**config.mk**
```make
export PLATFORM = sky130hd
export DESIGN_NAME = sdram_ring_sequencer_flat
export DESIGN_NICKNAME = d
export VERILOG_FILES = /design/src/rtl/sdram_ring_sequencer_pkg.sv /design/src/rtl/sdram_ring_sequencer_if.sv /design/src/rtl/sdram_ring_sequencer_ring_ptr_tracker.sv /design/src/rtl/sdram_ring_sequencer.sv /design/src/flat_wrapper.sv
export SDC_FILE = /design/constraint.sdc
export NUM_CORES = 1
export LEC_CHECK = 0
export ABC_AREA = 1
export CAP_MARGIN = 30
export CELL_PAD_IN_SITES_DETAIL_PLACEMENT = 1
export CELL_PAD_IN_SITES_GLOBAL_PLACEMENT = 2
export CORE_AREA = 2 2 137 139
export DETAILED_ROUTE_END_ITERATION = 7
export DIE_AREA = 0 0 139 141
export GPL_ROUTABILITY_DRIVEN = 0
export GPL_TIMING_DRIVEN = 0
export MAX_ROUTING_LAYER = met4
export PLACE_DENSITY_LB_ADDON = 0.1
export SLEW_MARGIN = 20
export SYNTH_ARGS = -nofsm -noshare
export SYNTH_HDL_FRONTEND = slang
export SYNTH_SLANG_ARGS = --single-unit
```
**constraint.sdc**
```tcl
create_clock -name CLK48M -period 1.9 [get_ports CLK48M]
set_input_delay 0.38 -clock CLK48M [delete_from_list [all_inputs] [get_ports CLK48M]]
set_output_delay 0.38 -clock CLK48M [all_outputs]
set_load 0.005 [all_outputs]
```
**src/rtl/sdram_ring_sequencer_pkg.sv**
```systemverilog
// Shared types and constants for the SDRAM ring-buffer sequencer.
package sdram_ring_sequencer_pkg;

    typedef enum logic [1:0] {
        IDLE  = 2'd0,
        ISSUE = 2'd1,
        WAIT  = 2'd2
    } state_t;

    localparam logic OFF = 1'b0;
    localparam logic ON  = 1'b1;

    localparam int unsigned BURST_LOG2_DEF = 8;
    localparam int unsigned BURST          = 1 << BURST_LOG2_DEF;

    function automatic int unsigned burst_words(input int unsigned log2);
        return 1 << log2;
    endfunction

    function automatic int unsigned fifo_depth(input int unsigned aw);
        return 1 << aw;
    endfunction

endpackage

```
**src/rtl/sdram_ring_sequencer_if.sv**
```systemverilog
// Sequencer-side bundle: FIFO fill levels, burst command handshake and ring status.
interface sdram_ring_sequencer_if #(
    parameter int unsigned ADDR_W  = 24,
    parameter int unsigned FIFO_AW = 10
);
    logic               flush;
    logic [FIFO_AW-1:0] in_usedw;
    logic [FIFO_AW-1:0] out_usedw;
    logic               cmd_ready;
    logic               cmd_done;
    logic               cmd_valid;
    logic               cmd_write;
    logic [ADDR_W-1:0]  cmd_addr;
    logic [ADDR_W:0]    level;
    logic               ring_full;
    logic               ring_empty;
    logic               overflow;

    modport master (
        input  flush, in_usedw, out_usedw, cmd_ready, cmd_done,
        output cmd_valid, cmd_write, cmd_addr, level, ring_full, ring_empty, overflow
    );

    modport slave (
        output flush, in_usedw, out_usedw, cmd_ready, cmd_done,
        input  cmd_valid, cmd_write, cmd_addr, level, ring_full, ring_empty, overflow
    );
endinterface

```
**src/rtl/sdram_ring_sequencer_ring_ptr_tracker.sv**
```systemverilog
// Ring write/read pointers in burst units with an extra wrap bit; registered level and full/empty.
module ring_ptr_tracker
    import sdram_ring_sequencer_pkg::*;
#(
    parameter int unsigned ADDR_W     = 24,
    parameter int unsigned BURST_LOG2 = BURST_LOG2_DEF
) (
    input  logic              CLK48M,
    input  logic              RESET,
    input  logic              advance_wr,
    input  logic              advance_rd,
    input  logic              clear,
    output logic [ADDR_W-1:0] wr_addr,
    output logic [ADDR_W-1:0] rd_addr,
    output logic [ADDR_W:0]   level,
    output logic              ring_full,
    output logic              ring_empty
);
    localparam int unsigned     PW         = ADDR_W - BURST_LOG2 + 1;
    localparam int unsigned     LW         = ADDR_W + 1;
    localparam logic [ADDR_W:0] BURST_W    = LW'(burst_words(BURST_LOG2));
    localparam logic [ADDR_W:0] RING_WORDS = {1'b1, {ADDR_W{1'b0}}};
    localparam logic [ADDR_W:0] FULL_LIM   = RING_WORDS - BURST_W;

    logic [PW-1:0]   wr_ptr, rd_ptr;
    logic [ADDR_W:0] level_next;

    // Pointer difference modulo 2^PW; the wrap bit keeps full distinct from empty.
    always_comb begin
        level_next = {wr_ptr - rd_ptr, {BURST_LOG2{1'b0}}};
        wr_addr    = {wr_ptr[PW-2:0], {BURST_LOG2{1'b0}}};
        rd_addr    = {rd_ptr[PW-2:0], {BURST_LOG2{1'b0}}};
    end

    always_ff @(posedge CLK48M or negedge RESET) begin
        if (!RESET) begin
            wr_ptr     <= '0;
            rd_ptr     <= '0;
            level      <= '0;
            ring_full  <= OFF;
            ring_empty <= ON;
        end else begin
            if (clear) begin
                wr_ptr <= '0;
                rd_ptr <= '0;
            end else begin
                if (advance_wr) wr_ptr <= wr_ptr + PW'(1);
                if (advance_rd) rd_ptr <= rd_ptr + PW'(1);
            end
            level      <= level_next;
            ring_full  <= (level_next > FULL_LIM);
            ring_empty <= (level_next < BURST_W);
        end
    end
endmodule

```
**src/rtl/sdram_ring_sequencer.sv**
```systemverilog
// Burst arbiter between the FIFOs and the SDRAM controller, treating SDRAM as a circular buffer.
module sdram_ring_sequencer
    import sdram_ring_sequencer_pkg::*;
#(
    parameter int unsigned ADDR_W     = 24,
    parameter int unsigned BURST_LOG2 = 8,
    parameter int unsigned FIFO_AW    = 10
) (
    input  logic                  CLK48M,
    input  logic                  RESET,
    sdram_ring_sequencer_if.master bus
);
    localparam int unsigned      FW       = FIFO_AW + 1;
    localparam logic [FIFO_AW:0] BURST_F  = FW'(burst_words(BURST_LOG2));
    localparam logic [FIFO_AW-1:0] FIFO_MAX = FIFO_AW'(fifo_depth(FIFO_AW) - 1);

    state_t            state, state_n;
    logic              valid_q, valid_n, write_q, write_n;
    logic [ADDR_W-1:0] addr_q, addr_n, wr_addr, rd_addr;
    logic              last_was_wr, last_n, flush_pend, settle, overflow_q;
    logic              adv_wr, adv_rd, do_flush, pick_wr, wr_ok, rd_ok;
    logic [FIFO_AW-1:0] free_words;
    logic [ADDR_W:0]   level_w;
    logic              full_w, empty_w;

    ring_ptr_tracker #(
        .ADDR_W     (ADDR_W),
        .BURST_LOG2 (BURST_LOG2)
    ) u_ptr (
        .CLK48M     (CLK48M),
        .RESET      (RESET),
        .advance_wr (adv_wr),
        .advance_rd (adv_rd),
        .clear      (do_flush),
        .wr_addr    (wr_addr),
        .rd_addr    (rd_addr),
        .level      (level_w),
        .ring_full  (full_w),
        .ring_empty (empty_w)
    );

    always_comb begin
        free_words = FIFO_MAX - bus.out_usedw;
        wr_ok      = ({1'b0, bus.in_usedw} >= BURST_F) && !full_w;
        rd_ok      = !empty_w && ({1'b0, free_words} >= BURST_F);
    end

    always_comb begin
        state_n  = state;
        valid_n  = valid_q;
        write_n  = write_q;
        addr_n   = addr_q;
        last_n   = last_was_wr;
        adv_wr   = OFF;
        adv_rd   = OFF;
        do_flush = OFF;
        pick_wr  = OFF;
        unique case (state)
            IDLE: begin
                // settle skips the cycle where level/full/empty still lag a pointer change.
                if (bus.flush || flush_pend) begin
                    do_flush = ON;
                end else if (!settle && (wr_ok || rd_ok)) begin
                    pick_wr = wr_ok && (!rd_ok || !last_was_wr);
                    state_n = ISSUE;
                    valid_n = ON;
                    write_n = pick_wr;
                    addr_n  = pick_wr ? wr_addr : rd_addr;
                end
            end
            ISSUE: begin
                if (bus.cmd_ready) begin
                    valid_n = OFF;
                    state_n = WAIT;
                end
            end
            WAIT: begin
                if (bus.cmd_done) begin
                    adv_wr  = write_q;
                    adv_rd  = !write_q;
                    last_n  = write_q;
                    state_n = IDLE;
                end
            end
            default: state_n = IDLE;
        endcase
    end

    always_ff @(posedge CLK48M or negedge RESET) begin
        if (!RESET) begin
            state       <= IDLE;
            valid_q     <= OFF;
            write_q     <= OFF;
            addr_q      <= '0;
            last_was_wr <= OFF;
            flush_pend  <= OFF;
            settle      <= OFF;
            overflow_q  <= OFF;
        end else begin
            state       <= state_n;
            valid_q     <= valid_n;
            write_q     <= write_n;
            addr_q      <= addr_n;
            last_was_wr <= last_n;
            settle      <= adv_wr || adv_rd || do_flush;
            if (do_flush)                      flush_pend <= OFF;
            else if (bus.flush && state != IDLE) flush_pend <= ON;
            if (do_flush)                                    overflow_q <= OFF;
            else if (full_w && bus.in_usedw == FIFO_MAX)     overflow_q <= ON;
        end
    end

    assign bus.cmd_valid  = valid_q;
    assign bus.cmd_write  = write_q;
    assign bus.cmd_addr   = addr_q;
    assign bus.level      = level_w;
    assign bus.ring_full  = full_w;
    assign bus.ring_empty = empty_w;
    assign bus.overflow   = overflow_q;
endmodule

```
**src/flat_wrapper.sv**
```systemverilog
// flat-port wrapper written by rule: the top's interface ports become plain ports
module sdram_ring_sequencer_flat import sdram_ring_sequencer_pkg::*;
#(
    parameter int unsigned ADDR_W     = 24,
    parameter int unsigned BURST_LOG2 = 8,
    parameter int unsigned FIFO_AW    = 10
)
  (CLK48M, RESET, bus_flush, bus_in_usedw, bus_out_usedw, bus_cmd_ready, bus_cmd_done, bus_cmd_valid, bus_cmd_write, bus_cmd_addr, bus_level, bus_ring_full, bus_ring_empty, bus_overflow);
  sdram_ring_sequencer_if #(.ADDR_W(ADDR_W), .FIFO_AW(FIFO_AW)) bus_i ();
  input  logic CLK48M;
  input  logic RESET;
  input wire logic [$bits(bus_i.flush)-1:0] bus_flush;
  input wire logic [$bits(bus_i.in_usedw)-1:0] bus_in_usedw;
  input wire logic [$bits(bus_i.out_usedw)-1:0] bus_out_usedw;
  input wire logic [$bits(bus_i.cmd_ready)-1:0] bus_cmd_ready;
  input wire logic [$bits(bus_i.cmd_done)-1:0] bus_cmd_done;
  output wire logic [$bits(bus_i.cmd_valid)-1:0] bus_cmd_valid;
  output wire logic [$bits(bus_i.cmd_write)-1:0] bus_cmd_write;
  output wire logic [$bits(bus_i.cmd_addr)-1:0] bus_cmd_addr;
  output wire logic [$bits(bus_i.level)-1:0] bus_level;
  output wire logic [$bits(bus_i.ring_full)-1:0] bus_ring_full;
  output wire logic [$bits(bus_i.ring_empty)-1:0] bus_ring_empty;
  output wire logic [$bits(bus_i.overflow)-1:0] bus_overflow;
  assign bus_i.flush = bus_flush;
  assign bus_i.in_usedw = bus_in_usedw;
  assign bus_i.out_usedw = bus_out_usedw;
  assign bus_i.cmd_ready = bus_cmd_ready;
  assign bus_i.cmd_done = bus_cmd_done;
  assign bus_cmd_valid = bus_i.cmd_valid;
  assign bus_cmd_write = bus_i.cmd_write;
  assign bus_cmd_addr = bus_i.cmd_addr;
  assign bus_level = bus_i.level;
  assign bus_ring_full = bus_i.ring_full;
  assign bus_ring_empty = bus_i.ring_empty;
  assign bus_overflow = bus_i.overflow;
  sdram_ring_sequencer #(.ADDR_W(ADDR_W), .BURST_LOG2(BURST_LOG2), .FIFO_AW(FIFO_AW)) u_core (.CLK48M(CLK48M), .RESET(RESET), .bus(bus_i));
endmodule
```
==> results of run 1 <==
routing by layer:
metal | vias up | GRT usage, % | part of all wire, %
met5 | - | - | 0
met1 | 2199 | 21.3 | 46
met2 | 51 | 28.4 | 50
met4 | 0 | 5.53 | 1.3
li1 | 2281 | - | -
met3 | 12 | 2.07 | 2.1
worst register-to-register path, delay by kind of cell, from the launching register on:
| family | cells | cell delay (ps) |
|---|---|---|
| AO/OA/AOI/OAI | 1 | 110 |
| flip-flops | 1 | 380 |
| AND/OR/NAND/NOR | 7 | 700 |
| adder cells (fa/ha/maj) | 2 | 700 |
| buffers and inverters | 1 | 80 |
sequential cells by signal (all words and copies together), names as in the netlist, 2 cells and up:
| signal | count |
|---|---|
| u_core.u_ptr.level | 17 |
| u_core.u_ptr.rd_ptr | 17 |
| u_core.u_ptr.wr_ptr | 17 |
| u_core.bus.cmd_addr | 16 |
| u_core.state | 2 |
through the flow:
step           setup TNS, ps  instance area, µm²  setup slack (ps)  hold WS (ps)
2_1_floorplan              0                4900              29.7          84.4
3_5_place_dp          -10270                5750              -541           402
6_report                -122                6530              -122          23.4
5_1_grt                 -331                6530              -261          58.8
3_3_place_gp         -214590                5730             -2680           452
4_1_cts                 -159                6290              -159          31.2
worst max path at each step:
stage	from	to	depth (start not counted)	slack (ps)
2_1_floorplan	u_core.u_ptr.wr_ptr[0]	u_core.u_ptr.ring_empty	14	30
3_3_place_gp	RESET	u_core.u_ptr.level[18]	1	-2680
3_5_place_dp	u_core.u_ptr.wr_ptr[0]	u_core.u_ptr.ring_empty	14	-540
4_1_cts	u_core.u_ptr.wr_ptr[0]	u_core.u_ptr.ring_empty	11	-160
5_1_grt	u_core.u_ptr.wr_ptr[0]	u_core.u_ptr.ring_empty	14	-260
6_report	u_core.u_ptr.wr_ptr[0]	u_core.u_ptr.ring_empty	11	-120
cell usage in the layout (no fill, tap or decap), types with 3 or more instances in the layout:
cell and n:
nand2_1 194, inv_1 93, dfrtp_1 65, clkdlybuf4s50_1 53, buf_4 35, nand3_1 33, o21ai_0 33, nor2_1 29
a21oi_1 23, nor3_1 20, conb_1 16, nand2_2 14, nand4_1 13, inv_2 11, dfrtp_2 11, nor2_2 10
ha_4 10, clkbuf_16 9, nand3b_1 8, a21oi_2 6, nand2_4 6, nand3_2 6, nor2_4 6, nand3_4 4
nor3_2 4, inv_4 4, ha_1 4, ha_2 4, o21a_1 3, clkbuf_1 3, clkbuf_8 3
kinds of logic after synthesis:
family	share of synthesized area (%)
and+or+nand+nor	35.0
AOI/OAI and AO/OA	7.68
other	0.0775
xor gates and xnor gates	0.362
adders and majority gates	5.07
DFF	39.8
buffers and inverters	12.0
area by class of cell:
type,instances,share of cell area [%]
multi-input combinational,470,41.7
clock inverter,2,0.249
buffer,23,2.53
clock buffer,14,4.19
inverter,109,6.43
tap,234,4.48
sequential,77,29.7
timing repair buffer,72,10.7
repair_timing:
item                       in CTS  in global routing
pin swaps                       8                 16
setup buffers                  12                  8
setup endpoints to repair      10                 27
gates resized for setup        41                 60
power by group through the flow:
stage               clock network [µW]  registers (µW)  logic (µW)
detailed placement                   0            2150        2760
CTS                               1780            2120        3110
finish                            1720            2120        3260
global route                      1850            2160        3650
floorplan                            0            2140        1590
global placement                     0            2130        2710
==> summary.md, run 1 <==
| Metric | Value |
|---|---|
| Outcome | complete, but fails checks |
| Failing checks | negative setup slack |
| Final WL | 15,500 µm |
| CTS root buf | clkbuf_16 |
| Area leader, netlist | dfrtp_1 |
| Top cells by area, synth | dfrtp_1 (39%), nand2_1 (17%), inv_1 (7.9%) |
| Vias per inst | 4.54 |
| Sequential power share | 29.9% |
| Clk_lat worst skew | 340 ps |
| Number of synthesized register bits | 77 |
| Fin. max-slew vios | 0 |
| Worst Path Max Fanout | 2 |
| Initial antenna violation count | 0 |
| Syn Area/Cell | 7.29 µm² |
| Post-synthesis cell area | 4840 µm² |
| Total power | 7110 µW |
| FF+latch area | 1940 µm² |
| Total CTS buffers | 9 |
| Final ANT Viol Nets | 0 |
| R2r setup slk | -120 ps |
| # hold bufs at CTS | 0 |
| Clk pwr share | 24.2% |
| Crit-path slowest cell | fa_2 |
| Die area | 19,600 µm² |
| Internal power | 4300 µW |
| Post-DP HPWL | 12,200 µm |
| Worst Path Class, Setup | flop to flop |
| Crit end category | flop |
| Initial drt markers | 162 |
| Main synth FF type | dfrtp_1 |
| Final period util | 106% |
| Drt pass-1 iters | 4 |
| Total Routing Usage GR | 16.9% |
| NumNets Final | 806 |
| FMAX | 0.495 GHz |
| Core area | 18,300 µm² |
| Fin crit period | 2020 ps |
| Worst Path Arrival | 2300 ps |
| Post-Syn Instances | 664 |
| Slowest stage delay, CP | 530 ps |
| Top cell family by delay on the critical path | simple AND/OR/NAND/NOR gates |
| Grt ovf | 0 |
| Layout Cells excl Fill | 1,001 |
| Routed vias | 4,543 |
| Crit path launch type | flop |
| Final setup skew | 6.54 ps |
| FF-to-FF End | u_core.u_ptr.ring_empty |
| Hold Violations, Final | 0 |
| Unrepaired setup endpoints after global routing | yes |
| Post-synthesis sequential area ratio | 39.8% |
| IO Count | 79 |
| # diodes | 0 |
| Worst r2r src | u_core.u_ptr.wr_ptr[0] |
| Crit path buf inv count | 1 |
| CTS tree | built |
| Max Cap Viol | 0 |
| Post-synth EDFFs | 0 |
| Placed Cells | 968 |
| Maximum vdd drop | 0.473 mV |
| CTS Buffer Depth | 2 |
| Most frequent cell after synthesis | nand2_1 |
| Starting Density | 26.5% |
| Cell Pwr Density | 1090 nW/µm² |
| Clk pin slew, worst setup/hold paths | 60 ps |
| Yosys top cell area share | 39.3% |
| Drt wl/cell | 15.5 µm |
| Die Ht | 141 µm |
| Asr flop ratio synth | 100% |
| Share of cells above drive strength 1 | 21.1% |
| Vias in the first global route | 4,802 |
| CTS Sinks | 77 |
| Area grow syn2layout | 35.0% |
| First-pass GRT wire length | 25,100 µm |
| Worst slew pin tran | 537 ps |
| Power share of the combinational group | 45.9% |
| DRC violations left | 0 |
| Setup violators final | 1 |
| # rows | 50 |
| Sw frac | 39.5% |
| Syn. warnings | 0 |
| Fillers | 2,269 |
| Max H-tree Level | 3 |
| Footprint of the multi-input gates | 2730 µm² |
| Commonest cells post-synth | nand2_1 (213), inv_1 (102), dfrtp_1 (76) |
| Cell variety after synth | 43 |
| Final WS setup | -122 ps |
| Critical path required time | 2180 ps |
| Leakage Power | 0.00323 µW |
| Largest net degree at the start of global routing | 42 |
| Buffers on Ports | 54 |
| Worst min-delay path category | input pin to asynchronous set/reset pin |
| NetSw | 2810 µW |
| Die width | 139 µm |
| Final Util | 35.8% |
| Worst Reg-to-Reg Cells | 11 |
| CP cell instances | inv_2 -> ha_4 -> fa_2 -> nand2_2 -> a21oi_2 -> nand3_1 -> nor2_2 -> nand2_2 -> nor2_4 -> nand3_2 -> nor2_2 |
| Worst relative slew slack | 64.2% |
Note: power is estimated with default switching activity, not from simulation.
==> run 2, diff against run 1 <==
Settings changed: CORE_AREA 2 2 137 139 to 2 2 125 127, DIE_AREA 0 0 139 141 to 0 0 127 129, DONT_BUFFER_PORTS set to 1.
==> summary.md, run 2 (synthesis results as in run 1) <==
| Metric | Value |
|---|---|
| Final ANT Viol Nets | 0 (unchanged) |
| IO Count | 79 (unchanged) |
| # rows | 45 (was 50) |
| Crit path launch type | flop (unchanged) |
| FMAX | 0.504 GHz (was 0.495 GHz) |
| Worst Path Class, Setup | flop to flop (unchanged) |
| Buffers on Ports | 0 (was 54) |
| Clk_lat worst skew | 350 ps (was 340 ps) |
| CP cell instances | inv_2 -> ha_4 -> fa_2 -> nand2_2 -> a21oi_2 -> nand3_1 -> nor2_2 -> nand2_2 -> nor2_4 -> nand3_2 -> nor2_2 (unchanged) |
| Vias in the first global route | 4,596 (was 4,802) |
| Drt pass-1 iters | 4 (unchanged) |
| Most frequent cells in the layout | nand2_1 (195), inv_1 (96), dfrtp_1 (66) (was nand2_1 (194), inv_1 (93), dfrtp_1 (65)) |
| Largest registers | u_core.u_ptr.level: 17 flops, u_core.u_ptr.rd_ptr: 17 flops, u_core.u_ptr.wr_ptr: 17 flops (unchanged) |
| Worst Path Arrival | 2270 ps (was 2300 ps) |
| Leakage Power | 0.00307 µW (was 0.00323 µW) |
| CTS root buf | clkbuf_16 (unchanged) |
| Die width | 127 µm (was 139 µm) |
| Max Cap Viol | 0 (unchanged) |
| Critical path required time | 2190 ps (was 2180 ps) |
| Commonest non-fill, non-tap cell in the layout | nand2_1 (unchanged) |
| Starting Density | 32.3% (was 26.5%) |
| Vias per inst | 4.82 (was 4.54) |
| Fillers | 1,839 (was 2,269) |
| Share of cells above drive strength 1 | 22.1% (was 21.1%) |
| CTS tree | built (unchanged) |
| Outcome | complete, but fails checks (unchanged) |
| Critical path startpoint | u_core.u_ptr.wr_ptr[0] (unchanged) |
| DRC violations left | 0 (unchanged) |
| First-pass GRT wire length | 23,800 µm (was 25,100 µm) |
| Layout Cells excl Fill | 903 (was 1,001) |
| Hold Violations, Final | 77 (was 0) |
| CTS Sinks | 77 (unchanged) |
| Final setup skew | 7.05 ps (was 6.54 ps) |
| FF+latch area | 1940 µm² (about the same) |
| Worst Path Max Fanout | 3 (was 2) |
| Area grow syn2layout | 23.2% (was 35.0%) |
| Total power | 6800 µW (was 7110 µW) |
| Crit path buf inv count | 1 (unchanged) |
| Footprint of the multi-input gates | 2720 µm² (was 2730 µm²) |
| # diodes | 0 (unchanged) |
| WHS | -277 ps (was 23.4 ps) |
| Core area | 15,000 µm² (was 18,300 µm²) |
| Clk pin slew, worst setup/hold paths | 60 ps (about the same) |
| Die Ht | 129 µm (was 141 µm) |
| Fin crit period | 1990 ps (was 2020 ps) |
| NumNets Final | 754 (was 806) |
| Routed vias | 4,349 (was 4,543) |
| Final WS setup | -85.6 ps (was -122 ps) |
| Initial drt markers | 152 (was 162) |
| Drt wl/cell | 16.4 µm (was 15.5 µm) |
| Final WL | 14,800 µm (was 15,500 µm) |
| Maximum vdd drop | 0.531 mV (was 0.473 mV) |
| Setup violators final | 1 (unchanged) |
| Top cell family by delay on the critical path | adder cells (was simple AND/OR/NAND/NOR gates) |
| Largest net degree at the start of global routing | 78 (was 42) |
| Worst r2r src | u_core.u_ptr.wr_ptr[0] (unchanged) |
| Initial antenna violation count | 0 (unchanged) |
| CTS Buffer Depth | 2 (unchanged) |
| Slowest stage delay, CP | 540 ps (was 530 ps) |
| Placed Cells | 867 (was 968) |
| Die area | 16,400 µm² (was 19,600 µm²) |
| Max H-tree Level | 3 (unchanged) |
| Unrepaired setup endpoints after global routing | yes (unchanged) |
| Failing checks | negative hold slack, negative setup slack (was negative setup slack) |
| Worst min-delay path category | input pin to asynchronous set/reset pin (unchanged) |
| Post-DP HPWL | 11,200 µm (was 12,200 µm) |
| Final period util | 105% (was 106%) |
| Crit-path slowest cell | fa_2 (unchanged) |
| Fin. max-slew vios | 0 (unchanged) |
| Grt ovf | 0 (unchanged) |
| Cell Pwr Density | 1140 nW/µm² (was 1090 nW/µm²) |
| Crit end category | flop (unchanged) |
| Total CTS buffers | 9 (unchanged) |
| Total Routing Usage GR | 19.4% (was 16.9%) |
## run 2: cell types whose count changed in the layout (fill, tap and decap cells not counted), sizes merged
cell           before  now
clkdlybuf4s50      53    0
bufinv              0    2
clkbuf             16   14
buf                40   41
clkinv              2    3
clkinvlp            1    0
## run 2: what timing repair did
| item | 4_1_cts | 5_1_grt |
|---|---|---|
| setup buffers | 7 | 13 |
| pin swaps | 10 | 17 |
| gates resized for setup | 33 | 65 |
| endpoints found under the setup margin | 9 | 29 |
| hold endpoints to repair | 77 | 77 |
| gates cloned | 0 | 0 |
## run 2: power breakdown
| group | switching [µW] | internal [µW] |
|---|---|---|
| combinational | 1730 | 954 |
| sequential | 219 | 1950 |
| clock | 724 | 1220 |
## run 2: cell type report
class / count / area share (%)
Clock inverter: 4 / 1.18
Multi-Input combinational cell: 470 / 45.7
Tap cell: 188 / 3.95
Timing Repair Buffer: 20 / 2.52
Inverter: 109 / 7.05
Clock buffer: 12 / 4.30
Buffer: 23 / 2.77
Sequential cell: 77 / 32.6
## run 2: path summary, 6_finish.rpt
check	to	slack (ps)	cells past startpoint
setup reg to reg	u_core.u_ptr.ring_empty	-90	11
min in group CLK48M	u_core.flush_pend	190	2
hold reg to reg	u_core.last_was_wr	490	1
setup / recovery	u_core.u_ptr.ring_empty	-90	11
hold / removal	u_core.state[1]	-280	0
max in group asynchronous	u_core.u_ptr.ring_empty	1970	0
## run 2: layer usage
| metal | vias up | routed length, µm | part of all wire [%] | GRT usage, % |
|---|---|---|---|---|
| met4 | 0 | 248 | 1.7 | 7.37 |
| met1 | 2112 | 6810 | 46 | 23.7 |
| met5 | - | 0 | 0 | - |
| met2 | 58 | 7520 | 51 | 33.1 |
| li1 | 2165 | - | - | - |
| met3 | 14 | 260 | 1.8 | 2.25 |
## run 2: through the flow
stage	setup TNS (ps)	worst slack, ps	cell area [µm²]	util, %	hold WS (ps)
floorplan	0	29.7	4900	-	84.4
detailed placement	-1210	-469	5130	34.3	87.5
global placement	-858	-417	5130	34.3	87.9
finish	-85.6	-85.6	5960	39.8	-277
CTS	-160	-160	5620	37.5	-292
global route	-251	-234	5960	39.8	-284
==> run 3, diff against run 2 <==
Settings changed: CAP_MARGIN 30 to 40, CORE_AREA 2 2 125 127 to 2 2 137 139, DIE_AREA 0 0 127 129 to 0 0 139 141, DONT_BUFFER_PORTS 1 to not set, GPL_ROUTABILITY_DRIVEN 0 to not set.
==> results of run 3 <==
Same layout as run 1: the final DEF is identical, and so are final timing and power.
